===== src/rtl/vga_sync_if.sv =====
// vga_sync_if: raster timing bundle from the sync generator to the colour stage
//   horizontal/vertical : current pixel column / line
//   hsync/vsync         : sync pulses, active level set by the generator
//   video_on            : inside the visible area
//   pixel_tick          : counters advance on this cycle's edge
//   frame_start         : first cycle of a new frame at (0,0)
interface vga_sync_if;
    logic [9:0] horizontal;
    logic [9:0] vertical;
    logic       hsync;
    logic       vsync;
    logic       video_on;
    logic       pixel_tick;
    logic       frame_start;
    modport master(output horizontal, vertical, hsync, vsync, video_on, pixel_tick, frame_start);
    modport slave(input horizontal, vertical, hsync, vsync, video_on, pixel_tick, frame_start);
endinterface


===== src/rtl/vga_sync_generator.sv =====
// vga_sync_generator: pixel-rate divider plus h/v raster counters with registered sync decode
//   clk_in   : system clock, all logic on posedge
//   reset_in : synchronous reset, active-high
//   vga      : vga_sync_if master (counters, syncs, video_on, pixel_tick, frame_start)
module vga_sync_generator #(
    parameter int H_VISIBLE = 640,
    parameter int H_FRONT   = 16,
    parameter int H_SYNC    = 96,
    parameter int H_BACK    = 48,
    parameter int V_VISIBLE = 480,
    parameter int V_FRONT   = 10,
    parameter int V_SYNC    = 2,
    parameter int V_BACK    = 33,
    parameter int CLK_DIV   = 2,
    parameter bit SYNC_POL  = 1'b0
) (
    input logic        clk_in,
    input logic        reset_in,
    vga_sync_if.master vga
);
    localparam int H_TOTAL = H_VISIBLE + H_FRONT + H_SYNC + H_BACK;
    localparam int V_TOTAL = V_VISIBLE + V_FRONT + V_SYNC + V_BACK;
    localparam int DW = CLK_DIV > 1 ? $clog2(CLK_DIV) : 1;
    localparam logic [9:0] H_LAST = 10'(H_TOTAL - 1);
    localparam logic [9:0] V_LAST = 10'(V_TOTAL - 1);
    localparam logic [9:0] HS_FIRST = 10'(H_VISIBLE + H_FRONT);
    localparam logic [9:0] HS_LAST = 10'(H_VISIBLE + H_FRONT + H_SYNC - 1);
    localparam logic [9:0] VS_FIRST = 10'(V_VISIBLE + V_FRONT);
    localparam logic [9:0] VS_LAST = 10'(V_VISIBLE + V_FRONT + V_SYNC - 1);
    localparam logic [9:0] H_VIS = 10'(H_VISIBLE);
    localparam logic [9:0] V_VIS = 10'(V_VISIBLE);
    if (H_TOTAL > 1024 || V_TOTAL > 1024 || CLK_DIV < 1) begin : g_bad_params
        $error("vga_sync_generator: totals must be <= 1024 and CLK_DIV >= 1");
    end
    logic [DW-1:0] div;
    logic [9:0]    h, v, h_nxt, v_nxt;
    logic          tick, h_wrap, v_wrap;
    logic          hsync_q, vsync_q, video_on_q, frame_start_q;
    always_comb begin
        tick   = div == DW'(CLK_DIV - 1);
        h_wrap = h == H_LAST;
        v_wrap = v == V_LAST;
        h_nxt  = !tick ? h : h_wrap ? '0 : h + 10'd1;
        v_nxt  = !(tick && h_wrap) ? v : v_wrap ? '0 : v + 10'd1;
    end
    // Syncs and video_on decode the next-state counters so they line up with h/v.
    always_ff @(posedge clk_in) begin
        if (reset_in) begin
            div           <= '0;
            h             <= '0;
            v             <= '0;
            hsync_q       <= ~SYNC_POL;
            vsync_q       <= ~SYNC_POL;
            video_on_q    <= 1'b0;
            frame_start_q <= 1'b0;
        end else begin
            div           <= tick ? '0 : div + DW'(1);
            h             <= h_nxt;
            v             <= v_nxt;
            hsync_q       <= (h_nxt >= HS_FIRST && h_nxt <= HS_LAST) ? SYNC_POL : ~SYNC_POL;
            vsync_q       <= (v_nxt >= VS_FIRST && v_nxt <= VS_LAST) ? SYNC_POL : ~SYNC_POL;
            video_on_q    <= h_nxt < H_VIS && v_nxt < V_VIS;
            frame_start_q <= tick && h_wrap && v_wrap;
        end
    end
    assign vga.horizontal  = h;
    assign vga.vertical    = v;
    assign vga.hsync       = hsync_q;
    assign vga.vsync       = vsync_q;
    assign vga.video_on    = video_on_q;
    assign vga.pixel_tick  = tick;
    assign vga.frame_start = frame_start_q;
endmodule


===== src/flat_wrapper.sv =====
// flat-port wrapper written by rule: the top's interface ports become plain ports
module vga_sync_generator_flat 
#(
    parameter int H_VISIBLE = 640,
    parameter int H_FRONT   = 16,
    parameter int H_SYNC    = 96,
    parameter int H_BACK    = 48,
    parameter int V_VISIBLE = 480,
    parameter int V_FRONT   = 10,
    parameter int V_SYNC    = 2,
    parameter int V_BACK    = 33,
    parameter int CLK_DIV   = 2,
    parameter bit SYNC_POL  = 1'b0
)
  (clk_in, reset_in, vga_horizontal, vga_vertical, vga_hsync, vga_vsync, vga_video_on, vga_pixel_tick, vga_frame_start);
  vga_sync_if vga_i ();
  input logic clk_in;
  input logic reset_in;
  output wire logic [$bits(vga_i.horizontal)-1:0] vga_horizontal;
  output wire logic [$bits(vga_i.vertical)-1:0] vga_vertical;
  output wire logic [$bits(vga_i.hsync)-1:0] vga_hsync;
  output wire logic [$bits(vga_i.vsync)-1:0] vga_vsync;
  output wire logic [$bits(vga_i.video_on)-1:0] vga_video_on;
  output wire logic [$bits(vga_i.pixel_tick)-1:0] vga_pixel_tick;
  output wire logic [$bits(vga_i.frame_start)-1:0] vga_frame_start;
  assign vga_horizontal = vga_i.horizontal;
  assign vga_vertical = vga_i.vertical;
  assign vga_hsync = vga_i.hsync;
  assign vga_vsync = vga_i.vsync;
  assign vga_video_on = vga_i.video_on;
  assign vga_pixel_tick = vga_i.pixel_tick;
  assign vga_frame_start = vga_i.frame_start;
  vga_sync_generator #(.H_VISIBLE(H_VISIBLE), .H_FRONT(H_FRONT), .H_SYNC(H_SYNC), .H_BACK(H_BACK), .V_VISIBLE(V_VISIBLE), .V_FRONT(V_FRONT), .V_SYNC(V_SYNC), .V_BACK(V_BACK), .CLK_DIV(CLK_DIV), .SYNC_POL(SYNC_POL)) u_core (.clk_in(clk_in), .reset_in(reset_in), .vga(vga_i));
endmodule

===== config.mk =====
export PLATFORM = sky130hd
export DESIGN_NAME = vga_sync_generator_flat
export DESIGN_NICKNAME = d
export VERILOG_FILES = /design/src/rtl/vga_sync_if.sv /design/src/rtl/vga_sync_generator.sv /design/src/flat_wrapper.sv
export SDC_FILE = /design/constraint.sdc
export NUM_CORES = 1
export LEC_CHECK = 0
export ABC_AREA = 1
export BUFFER_PORTS_ARGS = -buffer_cell sky130_fd_sc_hd__clkbuf_2
export CORE_MARGIN = 3
export CORE_UTILIZATION = 50
export CTS_CLUSTER_DIAMETER = 60
export DETAILED_ROUTE_END_ITERATION = 16
export GPL_ROUTABILITY_DRIVEN = 0
export PLACE_DENSITY_LB_ADDON = 0.25
export SLEW_MARGIN = 40
export SYNTH_ARGS = -nofsm -noshare
export SYNTH_HDL_FRONTEND = slang
export SYNTH_SLANG_ARGS = --single-unit

===== constraint.sdc =====
create_clock -name clk_in -period 2.87 [get_ports clk_in]
set_input_delay 0 -clock clk_in [delete_from_list [all_inputs] [get_ports clk_in]]
set_output_delay 0 -clock clk_in [all_outputs]
set_load 0.1 [all_outputs]

Yosys cells after proc, flatten, opt, wreduce, memory -nomap -nowiden:

Cells that the tools add are included.

* register bits after elaboration: 25
* latch bits: 0
* bits in writable memories: 0
* ROM bits: 0
* input bits: 2
* output and inout port bits: 25
* word-level logic and storage cells: 30
* memories kept: 0

* add/sub/neg operators: 3
* $mul: 0
* divide/modulo/power cells: 0
* $lt $le $gt $ge: 6
* eq/ne operators: 2
* shifts and indexed selects: 0
* muxes and demuxes: 6
* bitwise logic cells: 0
* reduce and logical (&&, ||, !) cells: 6

Operators by type and width (number)
* $mux 10: 4
* $add 10x1->10 const B: 2
* $eq 10x10->1 const B: 2
* $ge 10x10->1 const B: 1
* $ge 10x9->1 const B: 1
* $le 10x10->1 const B: 1
* $le 10x9->1 const B: 1
* $lt 10x10->1 const B: 1
* $lt 10x9->1 const B: 1
* $logic_and 1x1->1: 5
* $mux 1: 2
* $reduce_or 2->1: 1
* $add 1x1->1 const B: 1

Longest topological paths before layout:

* depth in word-level cells: 6
* depth in mapped cells: 12
* gate-level depth less buffers: 12

Worst setup path before layout:

Ideal clock, no wire load.

* path kind: register to register
* start point: register u_core.h[0] (netlist: u_core.vga.horizontal[0])
* end point: register u_core.vsync_q (netlist: u_core.vga.vsync)
* library setup time: 121 ps
* data arrival time: 2323 ps
* data required time: 2749 ps
* slack: 426 ps
* cell stages (with the launch flop): 12
* buffers on the path: 1
* clock period less this slack: 2444 ps
* cells stage by stage: dfxtp_1 -> ha_1 -> nand2_1 -> nor2_1 -> nand2_1 -> nor2_8 -> buf_12 -> nand3_2 -> nand3_1 -> nand2_1 -> nor2_1 -> nand3_1

* cells in the longest elaborated chain, start to end: 6
* elaborated cells on any way between the ends: 7
* those cells by class: 2 x order compare; 1 x eq/ne; 2 x mux; 2 x reduce/logical

Ends and longest elaborated chain
* from (decl): RTL line vga_sync_generator.sv:36 `logic [9:0] h, v, h_nxt, v_nxt;`
* from (signal assigned): RTL line vga_sync_generator.sv:58 `h <= h_nxt;`
* $eq 10x10->1 (*): RTL line vga_sync_generator.sv:41 `h_wrap = h == H_LAST;`
* $logic_and 1x1->1 (*): RTL line vga_sync_generator.sv:44 `v_nxt = !(tick && h_wrap) ? v : v_wrap ? '0 : v + 10'd1;`
* $mux 10 (*): RTL line vga_sync_generator.sv:44
* $ge 10x9->1 / $le 10x9->1 (equally long branches): RTL line vga_sync_generator.sv:61 `vsync_q <= (v_nxt >= VS_FIRST && v_nxt <= VS_LAST) ? SYNC_POL : ~SYNC_POL;`
* $logic_and 1x1->1 (*): RTL line vga_sync_generator.sv:61
* $mux 1 (*): RTL line vga_sync_generator.sv:61
* to (signal assigned): RTL line vga_sync_generator.sv:53 `vsync_q <= ~SYNC_POL;`
* to (signal assigned): RTL line vga_sync_generator.sv:61
* to (decl): RTL line vga_sync_generator.sv:38 `logic hsync_q, vsync_q, video_on_q, frame_start_q;`

Mark *: on every way between the ends. The rest lies on a longest branch, timed or not.
A chain may end at the register's enable or synchronous reset.

Worst setup path after layout:

Ends and elaborated chain as after synthesis.

==> results by group <==
Placed design
  • Port buffer count: 26
  • Final HPWL DP: 2.43 mm
  • Pre-CTS setup slack: between 900 and 1000 ps

Clocking
  • Clock net sink count: 25
  • Root Buffer: clkbuf_4
  • Hold-fix buffers, CTS: 0
  • Postcts setup bufs: 0
  • Total CTS buffers: 3
  • Clock Tree Buf Depth: 2
  • Clock tree from TritonCTS: yes
  • Clock Pin Slew Worst Setup and Hold Paths: about 140 ps
  • Clock Latency Late Sink: between 300 and 400 ps
  • Cts repair resizes: 0
  • H-tree levels: 1

Critical path
  • Buffers and inverters on the worst path: 0
  • Slowest-stage cell, CP: dfxtp_1
  • Worst R2R Setup Slack: just under 1000 ps
  • Largest delay share family, worst path: simple AND/OR/NAND/NOR gates
  • Crit-path max FO: 11
  • Cell Chain, Critical Path: ha_1, nand2_1, nor2_1, nand4_1, nand2_1, nand2_1, nor2_1, nand2_1, nor2_1, nand3_1
  • Arr. time, crit path: ~2100 ps
  • Critical Path Max Stage Delay: 410 ps
  • CP most frequent cell: nand2_1
  • Reg2reg end: u_core.vga.vsync
  • CP Data Required Time: ~3100 ps
  • Reg2reg path depth: 10
  • CP Class: reg -> reg
  • Nature of the critical path startpoint: register
  • RR Startpoint: u_core.vga.horizontal[0]
  • Crit end category: register

Power and ir drop
  • Final Power: around 0.00058 W
  • Pwr Density: between 300 and 400 mW/mm²
  • Total leakage power: between 0.8 and 0.9 nW
  • Peak VDD IR: about 0.25 mV

Synthesis
  • XOR/XNOR Fraction of Synth Area: 2.95%
  • Synthesized-area fraction occupied by adder cells: around 2.5%
  • Simple logic cell fraction of the synthesized area: between 40 and 50%
  • Syn. warnings: 0
  • Number of enable flip-flop cells after synthesis: 0
  • Asr flop ratio synth: 0%
  • Synth top area share: around a third
  • Post-synthesis sequential area ratio: 33.7%
  • Mapped Nets: between 200 and 250
  • Count leader, synth: nand2_1
  • Post-synth top flop: dfxtp_1
  • Synth Cell Area: 0.00148 mm²
  • Mapped Cells: ~240
  • Mux cell area share after synthesis: 0%
  • Synth Area in Compound Gates: about 1.7%
  • Cell taking the most area after synthesis: dfxtp_1
  • Syn avg cell area: approximately 6.3 µm²
  • Synth top area cells: dfxtp_1 34%, nand2_1 18%, nor2_1 12%
  • Count of different cell masters after synthesis: 26
  • Largest family of logic cells by synthesized area: simple AND/OR/NAND/NOR gates
  • Yosys reg bits: 25
  • Post-synth top cells: 73 x nand2_1, 49 x nor2_1, 28 x inv_1

Global routing
  • Initial antenna violation count: 0
  • Remaining global-route overflow: 0
  • First-pass GRT wire length: roughly 5.3 mm
  • Largest net degree at the start of global routing: 26
  • Vias in the first global route: between 1000 and 1500
  • Overall Global Routing Usage: around a fifth

Hold path
  • Hold depth: 2
  • Hold/Removal Path Class: in -> reg
  • Worst Hold Launch: reset_in
  • Hold Path End: u_core.vga.vertical[3]

Timing
  • Tcrit/Tclk final: roughly two thirds
  • Setup WS post-layout: just under 1000 ps
  • Setup TNS: 0 ps
  • Worst slew pin tran: roughly 540 ps
  • Worst hold margin: slightly below 200 ps
  • Fin. Hold Viols: 0
  • Rel. slew slack: between 60 and 70%
  • Clock Skew: between 10 and 15 ps
  • Crit path time final: approximately 1900 ps
  • Final setup vio count: 0
  • Slew Viols, Final: 0
  • Unrepaired setup endpoints after global routing: no
  • Max Freq: around 530 MHz

Detailed routing
  • First drt pass iteration count: 4
  • Top routing layer in use: met4
  • Avg WL per Cell: ~11 µm
  • DRC viols: 0
  • DR vias/cell: roughly 4.9
  • Via count: between 1000 and 1500
  • Initial DRC Count: 56
  • Antenna Nets Post-Route: 0
  • M1 wire length: ~1.7 mm
  • Wire length on met2: ~1.4 mm
  • WL final: about 3.2 mm
  • Met3 routed WL: approximately 100 µm

Finish
  • Multi-input gate area: between 800 and 900 µm²
  • Syn-to-layout area delta: 10.7%
  • Filler Cells Inserted: between 200 and 300
  • Layout cells sized above 1: about 16%
  • N_diodes: 0
  • Sequential cell area: between 500 and 600 µm²
  • Nets: about 270

Floorplan
  • Die area: roughly 0.0037 mm²
  • DIE HEIGHT: between 60 and 70 µm
  • Core ar.: roughly 0.0028 mm²
  • Site Rows: 19
  • Die width: 60.5 µm
  • Num ports: 27
  • Starting Density: 53.4%

Flow run
  • Maxcap violations: 0

Status
  • Status: completed
## kinds of logic (layout without fill, tap and decap cells)
| group | after synthesis | count (layout) |
|---|---|---|
| buf+inv | 35 | 60 |
| simple gates | 163 | 163 |
| flops | 25 | 25 |
| fa+ha+maj | 3 | 3 |
| xor+xnor | 5 | 5 |
| compound gates | 5 | 5 |
## flip-flops by register name, summed over array words and instances (netlist names)
| signal | flops |
|---|---|
| u_core.vga.video_on | 1 |
| u_core.vga.pixel_tick | 1 |
| u_core.vga.frame_start | 1 |
| u_core.vga.hsync | 1 |
| u_core.vga.vertical | 10 |
| u_core.vga.vsync | 1 |
| u_core.vga.horizontal | 10 |
## placed cells by master, fill, tap and decap left out
cell / n
clkbuf_2: 26
o21ai_1: 3
nand4_1: 3
nor3_1: 4
clkbuf_4: 3
a21oi_1: 2
or2_2: 1
xor2_1: 3
dfxtp_1: 25
nand2_2: 3
nor2_8: 1
nor2_2: 2
nor4_1: 1
inv_2: 2
xnor2_1: 2
inv_1: 28
nor2_4: 1
nand3_4: 1
nor3b_1: 1
nor2_1: 49
nand3_2: 2
ha_1: 3
nand2_4: 1
nand2_1: 73
nand3_1: 20
clkbuf_1: 1
## layer usage
| metal | vias to the layer above | global-route usage, % |
|---|---|---|
| li1 | 775 | - |
| met1 | 638 | 28.3 |
| met2 | 23 | 27.9 |
| met3 | 2 | 2.55 |
| met4 | 0 | 5.57 |
| met5 | - | 0 |
## how the worst max path moves through the flow
stage | from | to | slack [ps] | cells past startpoint
finish | u_core.vga.horizontal[0] | u_core.vga.vsync | 980 | 10
CTS | u_core.vga.horizontal[0] | u_core.vga.vsync | 980 | 10
floorplan | u_core.vga.horizontal[0] | u_core.vga.vsync | 430 | 11
detailed placement | u_core.vga.horizontal[0] | u_core.vga.video_on | 980 | 10
global placement | u_core.vga.horizontal[0] | u_core.vga.vsync | 1010 | 10
global route | u_core.vga.horizontal[0] | u_core.vga.vsync | 710 | 10
## layout make-up
cell class / instances / share of cell area, %
sequential: 25 / 30.5
timing repair buffer: 26 / 7.92
multi-input combinational: 176 / 50.8
clock buffer: 4 / 1.60
inverter: 30 / 6.85
tap: 31 / 2.36
## worst reg2reg max path, delay by kind of cell, from the launching register on
family	cells	cell delay, ps
fa+ha+maj	1	190
flops	1	410
simple gates	9	1210
## stage by stage
step | area (µm²) | utilization, % | cells
finish | 1640 | 59.1 | 292
global placement | 1620 | 58.1 | 288
global route | 1640 | 59.1 | 292
floorplan | 1480 | - | 236
CTS | 1640 | 59.1 | 292
detailed placement | 1620 | 58.1 | 288
## report_power, final
| part | leakage (nW) | switching (W) | total, W | internal (W) |
|---|---|---|---|---|
| Clock | 0.0150 | 0.000102 | 0.000156 | 0.0000543 |
| Sequential | 0.203 | 0.00000556 | 0.000357 | 0.000352 |
| Combinational | 0.588 | 0.0000523 | 0.0000632 | 0.0000108 |
| Total | 0.805 | 0.000160 | 0.000577 | 0.000417 |
Power figures use the tool's default switching activity.
